<file path="config.mk">
export PLATFORM = sky130hd
export DESIGN_NAME = booth_radix4_seq_multiplier_flat
export DESIGN_NICKNAME = d
export VERILOG_FILES = /design/src/rtl/booth_radix4_seq_multiplier_if.sv /design/src/rtl/booth_radix4_seq_multiplier.sv /design/src/flat_wrapper.sv
export SDC_FILE = /design/constraint.sdc
export NUM_CORES = 1
export LEC_CHECK = 0
export ABC_AREA = 1
export BUFFER_PORTS_ARGS = -buffer_cell sky130_fd_sc_hd__buf_2
export CAP_MARGIN = 20
export CORE_UTILIZATION = 50
export DETAILED_ROUTE_END_ITERATION = 7
export PLACE_DENSITY = 0.78
export SLEW_MARGIN = 10
export SYNTH_ARGS = -nofsm -noshare
export SYNTH_HDL_FRONTEND = slang
export SYNTH_SLANG_ARGS = --single-unit
</file>
<file path="constraint.sdc">
create_clock -name clk -period 4 [get_ports clk]
set_input_delay 0.4 -clock clk [delete_from_list [all_inputs] [get_ports clk]]
set_output_delay 0.4 -clock clk [all_outputs]
set_load 0.005 [all_outputs]
</file>
<file path="src/rtl/booth_radix4_seq_multiplier_if.sv">
// Handshake bundle for the sequential radix-4 Booth multiplier.
// Master drives operands and out_ready; slave returns the product.
interface booth_radix4_seq_multiplier_if #(
    parameter int WIDTH = 32
);
    logic               in_valid;
    logic               in_ready;
    logic [WIDTH-1:0]   multiplicand;
    logic [WIDTH-1:0]   multiplier;
    logic               signed_mode;
    logic               out_valid;
    logic               out_ready;
    logic [2*WIDTH-1:0] product;
    logic               busy;

    modport master (
        output in_valid, multiplicand, multiplier, signed_mode, out_ready,
        input  in_ready, out_valid, product, busy
    );

    modport slave (
        input  in_valid, multiplicand, multiplier, signed_mode, out_ready,
        output in_ready, out_valid, product, busy
    );
endinterface

</file>
<file path="src/rtl/booth_radix4_seq_multiplier.sv">
// Iterative radix-4 Booth multiplier, two multiplier bits per clock.
// Signed or unsigned operands per transaction, valid/ready on both sides.
module booth_radix4_seq_multiplier #(
    parameter int WIDTH = 32
) (
    input logic clk,
    input logic rst,
    booth_radix4_seq_multiplier_if.slave bus
);
    localparam int ITER = WIDTH / 2 + 1;
    localparam int EW   = WIDTH + 2;
    localparam int AW   = 2 * WIDTH + 4;
    localparam int CW   = $clog2(ITER + 1);
    localparam logic [EW:0] ONE = (EW + 1)'(1);

    typedef enum logic [1:0] {IDLE, CALC, DONE} state_t;

    state_t             state;
    logic [EW-1:0]      mcand;
    logic [EW:0]        mreg;
    logic [AW-1:0]      acc;
    logic [CW-1:0]      cnt;
    logic [2*WIDTH-1:0] product_q;
    logic               out_valid_q;
    logic               in_ready_q;
    logic               busy_q;

    logic [EW-1:0]      a_ext;
    logic [EW-1:0]      b_ext;
    logic [EW:0]        m1;
    logic [EW:0]        m2;
    logic [EW:0]        pp;
    logic [EW:0]        hi_sum;
    logic signed [AW:0] wide;
    logic [AW-1:0]      acc_next;

    assign a_ext = bus.signed_mode ? {{2{bus.multiplicand[WIDTH-1]}}, bus.multiplicand}
                                   : {2'b00, bus.multiplicand};
    assign b_ext = bus.signed_mode ? {{2{bus.multiplier[WIDTH-1]}}, bus.multiplier}
                                   : {2'b00, bus.multiplier};

    assign m1 = {mcand[EW-1], mcand};
    assign m2 = {mcand, 1'b0};

    always_comb begin
        pp = '0;
        unique case (mreg[2:0])
            3'b001, 3'b010: pp = m1;
            3'b011:         pp = m2;
            3'b100:         pp = ~m2 + ONE;
            3'b101, 3'b110: pp = ~m1 + ONE;
            default:        pp = '0;
        endcase
    end

    // One guard bit on the upper sum so a +-2M step cannot wrap before the shift.
    assign hi_sum   = {acc[AW-1], acc[AW-1 -: EW]} + pp;
    assign wide     = $signed({hi_sum, acc[EW-1:0]});
    assign acc_next = AW'(wide >>> 2);

    always_ff @(posedge clk) begin
        if (rst) begin
            state       <= IDLE;
            cnt         <= '0;
            acc         <= '0;
            mcand       <= '0;
            mreg        <= '0;
            product_q   <= '0;
            out_valid_q <= 1'b0;
            in_ready_q  <= 1'b1;
            busy_q      <= 1'b0;
        end else begin
            unique case (state)
                IDLE: begin
                    if (bus.in_valid) begin
                        mcand      <= a_ext;
                        mreg       <= {b_ext, 1'b0};
                        acc        <= '0;
                        cnt        <= '0;
                        state      <= CALC;
                        in_ready_q <= 1'b0;
                        busy_q     <= 1'b1;
                    end
                end
                CALC: begin
                    acc  <= acc_next;
                    mreg <= mreg >> 2;
                    cnt  <= cnt + 1'b1;
                    if (cnt == CW'(ITER - 1)) begin
                        state       <= DONE;
                        out_valid_q <= 1'b1;
                        product_q   <= acc_next[2*WIDTH-1:0];
                    end
                end
                DONE: begin
                    if (bus.out_ready) begin
                        state       <= IDLE;
                        out_valid_q <= 1'b0;
                        in_ready_q  <= 1'b1;
                        busy_q      <= 1'b0;
                    end
                end
                default: state <= IDLE;
            endcase
        end
    end

    assign bus.in_ready  = in_ready_q;
    assign bus.out_valid = out_valid_q;
    assign bus.product   = product_q;
    assign bus.busy      = busy_q;
endmodule

</file>
<file path="src/flat_wrapper.sv">
// flat-port wrapper written by rule: the top's interface ports become plain ports
module booth_radix4_seq_multiplier_flat 
#(
    parameter int WIDTH = 32
)
  (clk, rst, bus_in_valid, bus_multiplicand, bus_multiplier, bus_signed_mode, bus_out_ready, bus_in_ready, bus_out_valid, bus_product, bus_busy);
  booth_radix4_seq_multiplier_if #(.WIDTH(WIDTH)) bus_i ();
  input logic clk;
  input logic rst;
  input wire logic [$bits(bus_i.in_valid)-1:0] bus_in_valid;
  input wire logic [$bits(bus_i.multiplicand)-1:0] bus_multiplicand;
  input wire logic [$bits(bus_i.multiplier)-1:0] bus_multiplier;
  input wire logic [$bits(bus_i.signed_mode)-1:0] bus_signed_mode;
  input wire logic [$bits(bus_i.out_ready)-1:0] bus_out_ready;
  output wire logic [$bits(bus_i.in_ready)-1:0] bus_in_ready;
  output wire logic [$bits(bus_i.out_valid)-1:0] bus_out_valid;
  output wire logic [$bits(bus_i.product)-1:0] bus_product;
  output wire logic [$bits(bus_i.busy)-1:0] bus_busy;
  assign bus_i.in_valid = bus_in_valid;
  assign bus_i.multiplicand = bus_multiplicand;
  assign bus_i.multiplier = bus_multiplier;
  assign bus_i.signed_mode = bus_signed_mode;
  assign bus_i.out_ready = bus_out_ready;
  assign bus_in_ready = bus_i.in_ready;
  assign bus_out_valid = bus_i.out_valid;
  assign bus_product = bus_i.product;
  assign bus_busy = bus_i.busy;
  booth_radix4_seq_multiplier #(.WIDTH(WIDTH)) u_core (.clk(clk), .rst(rst), .bus(bus_i));
endmodule
</file>
Yosys cells after proc, flatten, opt, wreduce, memory -nomap -nowiden --
Index checks and enable logic that the tools add are counted. W data, S select, Z words.
Word-level totals: register bits after elaboration 211, bits of input ports 69, output and inout port bits 67, word-level logic and storage cells 60
Operators by class: $add $sub $neg 4, equal/unequal tests 12, mux-type cells 21, bitwise gates (word level) 2, reduce and logical (&&, ||, !) cells 12
Operator list (number):
- $pmux W35 S4 | 1
- $pmux W68 S2 | 1
- $add A35 B1 Y35 const B | 2
- $not A35 Y35 | 2
- $pmux W35 S2 | 1
- $mux W34 | 2
- $mux W68 | 1
- $add A35 B35 Y35 | 1
- $mux W35 | 1
- $pmux W5 S2 | 1
- $eq A3 B3 Y1 const B | 3
- $reduce_and A3 Y1 | 3
- $eq A3 B2 Y1 const B | 2
- $mux W2 | 3
- $pmux W1 S2 | 3
- $pmux W2 S3 | 1
- $reduce_and A2 Y1 | 3
- $reduce_bool A2 Y1 | 3
- $add A5 B1 Y5 const B | 1
- $eq A5 B5 Y1 const B | 1
- $mux W1 | 5
- $mux W5 | 1
- $ne A2 B2 Y1 const B | 2
- $reduce_or A2 Y1 | 2
- other kinds (5) | 5

Depth between registers and ports, before layout --
word-level depth 5, gate-level depth with buffers 25, gate-level depth less buffers 25

Worst setup path after synthesis --
OpenSTA, ideal clock, no wires.
path type register to register, from register u_core.mcand[0], to register u_core.product_q[45], in the netlist u_core.bus.product[45], library setup time 116 ps, data arrival time 2847 ps, data required time 3884 ps, path slack 1037 ps, stages on the path, launching flop included 19, path buffers 0, period minus slack after synthesis 2963 ps, cells stage by stage dfxtp_1 -> inv_1 -> ha_1 -> nand3_2 -> nor2_4 -> nand2_1 -> xor2_1 -> a221oi_1 -> o21ai_0 -> ha_1 -> a21oi_1 -> o21ai_0 -> a21oi_1 -> nand2_2 -> or2_2 -> nand2_1 -> nand2_1 -> o211ai_1 -> inv_1
On the way: longest elaborated chain between the ends 4, elaborated cells between the ends (all ways) 6, those cells by class 3 x add/sub; 1 x mux; 2 x bitwise
RTL lines:
- start: declaration | RTL line booth_radix4_seq_multiplier.sv:19 | logic [EW-1:0] mcand;
- start signal: assignment | RTL line booth_radix4_seq_multiplier.sv:76 | mcand <= a_ext;
- $not A35 Y35 (on tied branches) | RTL line booth_radix4_seq_multiplier.sv:51, booth_radix4_seq_multiplier.sv:50
- $add A35 B1 Y35 (on tied branches) | RTL line booth_radix4_seq_multiplier.sv:51, booth_radix4_seq_multiplier.sv:50
- $pmux W35 S4 (*) | RTL line booth_radix4_seq_multiplier.sv:47 | unique case (mreg[2:0])
- $add A35 B35 Y35 (*) | RTL line booth_radix4_seq_multiplier.sv:57 | assign hi_sum = {acc[AW-1], acc[AW-1 -: EW]} + pp;
- end signal: assignment | RTL line booth_radix4_seq_multiplier.sv:92 | product_q <= acc_next[2*WIDTH-1:0];
- end: declaration | RTL line booth_radix4_seq_multiplier.sv:23 | logic [2*WIDTH-1:0] product_q;
Every way passes the cells marked *; elsewhere a longest branch is shown, timed or not. A chain may end at the register's enable or synchronous reset.

Worst setup path after layout --
from register u_core.mreg[1], to register u_core.product_q[60], in the netlist u_core.bus.product[60]
On the way: longest elaborated chain between the ends 4, elaborated cells between the ends (all ways) 10, those cells by class 1 x add/sub; 6 x eq/ne; 1 x mux; 2 x reduce/logical
RTL lines:
- start: declaration | RTL line booth_radix4_seq_multiplier.sv:20 | logic [EW:0] mreg;
- start signal: assignment | RTL line booth_radix4_seq_multiplier.sv:77 | mreg <= {b_ext, 1'b0};
- start signal: assignment | RTL line booth_radix4_seq_multiplier.sv:87 | mreg <= mreg >> 2;
- $eq A3 B3 Y1, or another cell as far along | RTL line booth_radix4_seq_multiplier.sv:47
- $reduce_or A2 Y1 | RTL line booth_radix4_seq_multiplier.sv:47
- $pmux W35 S4 (*) | RTL line booth_radix4_seq_multiplier.sv:47
- $add A35 B35 Y35 (*) | RTL line booth_radix4_seq_multiplier.sv:57
Marked as above.

==> results_dict.tcl <==
set metrics [dict create \
    cts_tree "built" \
    grt_pass1_wl_um 52120 \
    syn_nets 1750 \
    first_global_vias 10270 \
    p_per_area_mw_per_mm2 427.4 \
    htree_num_levels 1 \
    vias_per_cell 5.519 \
    vias 11260 \
    clockPowerShare_pct 43.7 \
    synth-main-ff-cell "dfxtp_1" \
    yosysWarnings 0 \
    final_cells 2041 \
    synth.ff_latch_count 206 \
    n_fill_cell 2086 \
    cts.sinks 206 \
    power.switching_mw 1.596 \
    max_freq_mhz 275.0 \
    netlist_instances 1643 \
    hp-start "bus_multiplicand[27]" \
    peakVddDrop_v 0.0003709 \
    cp_data_arrival_time_ps 4050 \
    pwr-share-seq_pct 39.5 \
    gr-total-overflow 0 \
    numPortBuffers 135 \
    setup_viol 0 \
    violations "design-rule violations" \
    post-route-util_pct 59.47 \
    rows 54 \
    cp-startpoint "u_core.mreg[1]" \
    cp-start-kind "register" \
    die_y_um 152.3 \
    finalCriticalPeriod_ps 3636 \
    maxCapViolations 0 \
    required_ps 4420 \
    grt_max_degree 89 \
    avgSynthCellArea_um2 6.874 \
    ios 136 \
    place_hpwl_um 23430 \
    criticalPathCategory "register to register" \
    initial_utilization_pct 51.44 \
    postCtsSetupRepairBufs 0 \
    die_width_um 152.3 \
    dieArea_mm2 0.02319 \
    ctsResizeCount 0 \
    drt-total-wl_um 32440 \
    drc 3 \
    hold_buffers 0 \
    drv_slew 0 \
    netSwitchingFraction_pct 28.59 \
    min_path_type "primary input to register" \
    worst-path-max-fanout 14 \
    critPathCaptureType "register" \
    clock_skew_ps 17.49 \
    async_flop_share_pct 0 \
    antenna_found_initial 0 \
    timing_hold_violations_final 0 \
    diodes 0 \
    wl_per_cell_um 15.89 \
    synth.distinct_cells 50 \
    p_comb_share_pct 16.8 \
    drt-initial-drc-count 812 \
    root_buffer "clkbuf_16" \
    outcome "complete, but fails checks" \
    layout_commonest_cell "nand2_1" \
    dpl-instance-area_mm2 0.01219 \
    firstDrtPassIters 8 \
    area.growth.synth_to_final_pct 15.62 \
    p_leak_nw 5.778 \
    tritoncts.num_buffers 23 \
    whs_path_depth 3 \
    finalSetupTns_ps 0 \
    gp_congestion 0.9983 \
    worstSkewPairLatency_ps 540 \
    ant_nets 0 \
    layout_common_cells "445 x nand2_1, 206 x dfxtp_1, 200 x a21oi_1" \
    rr_worst_depth 21 \
    r2r_start "u_core.mreg[1]" \
    p_int_mw 3.986 \
    grt_setup_unrepaired "no" \
    drive_gt1_share_pct 14.14 \
    final_area_mm2 0.01306 \
    grt_use_total_pct 27.17 \
    finalPower_mw 5.582 \
    synth_area_mm2 0.01129 \
    yosysSeqAreaShare_pct 36.51 \
    fin_nets 1852 \
    timing.final.crit_share_pct 90.90 \
    synth-edff-count 0 \
    worstMarginPinSlew_ps 983.3 \
    cts_buffer_depth 3 \
    path_clk_slew_ps 60 \
    slew_headroom_pct 34.45 \
    post-place-cells 2000 \
    core_area_mm2 0.02196 \
]
cell families (layout without fill, tap and decap cells):
family                     after synthesis  after routing  synth area share, %
adders and majority gates               38             38                4.276
buffers and inverters                  253            371                8.674
AOI/OAI and AO/OA                      406            406                20.88
xor gates and xnor gates                47             47                3.645
DFF                                    206            206                36.51
and+or+nand+nor                        693            693                26.01
metrics by stage:
stage,setup slack (ps),hold WS [ps]
after CTS,431.2,125.0
after global placement,388.4,432.3
after detailed placement,438.3,436.6
final,364.2,135.5
after global routing,40.76,148.0
after floorplan,1037,425.0
power groups by stage:
| stage | logic, mW | clock network [mW] | registers, mW |
|---|---|---|---|
| floorplan | 0.668 | 0 | 2.22 |
| global placement | 0.910 | 0 | 2.24 |
| detailed placement | 0.927 | 0 | 2.25 |
| CTS | 0.932 | 2.47 | 2.20 |
| global route | 1.04 | 2.55 | 2.21 |
| finish | 0.939 | 2.44 | 2.20 |
path summary, 6_finish.rpt:
kind / to / slack (ps)
worst max-delay path: u_core.bus.product[60] / 360
worst min-delay path: u_core.mcand[27] / 140
worst max register to register: u_core.bus.product[60] / 360
worst min register to register: u_core.mreg[10] / 440
state kept, by name (all words and copies together), names as in the netlist:
| name | cells |
|---|---|
| u_core.cnt | 5 |
| u_core.mcand | 33 |
| u_core.bus.product | 64 |
| u_core.state | 2 |
| u_core.acc | 65 |
| u_core.bus.busy | 1 |
| u_core.bus.out_valid | 1 |
| u_core.bus.in_ready | 1 |
| u_core.mreg | 34 |
synth_stat cells, types with 11 or more instances:
cell,number,share of area (%)
o221ai_1,27,2.1
a31oi_1,12,0.66
a21oi_1,200,8.9
nand4_1,13,0.72
nand2_2,11,0.61
buf_2,24,1.1
ha_1,37,4.1
nand3_1,57,2.5
xor2_1,43,3.3
o22ai_1,15,0.83
o21bai_1,20,1.3
nor2_1,119,4.0
clkbuf_1,51,1.7
nand2_1,446,15
inv_1,164,5.5
dfxtp_1,206,37
o21ai_0,86,3.8
worst max-delay path, stage by stage, from the launching register on:
cell and delay (ps):
dfxtp_1 330, nand2_1 90, inv_1 40, nor2_1 150, inv_2 90, nor2_4 250
inv_1 250, buf_4 260, o22ai_1 160, inv_1 60, o221ai_1 110, ha_1 390
a21oi_1 230, o21ai_0 190, nand2_1 100, nand2_1 70, a21oi_1 270, nand3b_1 150
nand2_1 100, nand2_1 60, o211ai_1 110, inv_1 50
routing by layer:
metal | vias to the layer above | global-route usage (%) | share of wire [%]
met4 | 0 | 6.560 | 2.3
met2 | 373 | 46.02 | 47
met5 | - | 0 | 0
met1 | 5210 | 36.29 | 44
li1 | 5625 | - | -
met3 | 56 | 4.010 | 6.7
area by class of cell:
cell class	instances	area, um2	area share [%]
flip-flops and latches	206	4124	31.58
repair buffers	155	848.3	6.496
inverters	175	656.9	5.030
clock buffers	31	655.6	5.021
clock inverters	10	215.2	1.648
well taps	280	350.3	2.683
multi-input cells	1184	6208	47.54
Note: power is estimated with default switching activity, not from simulation.
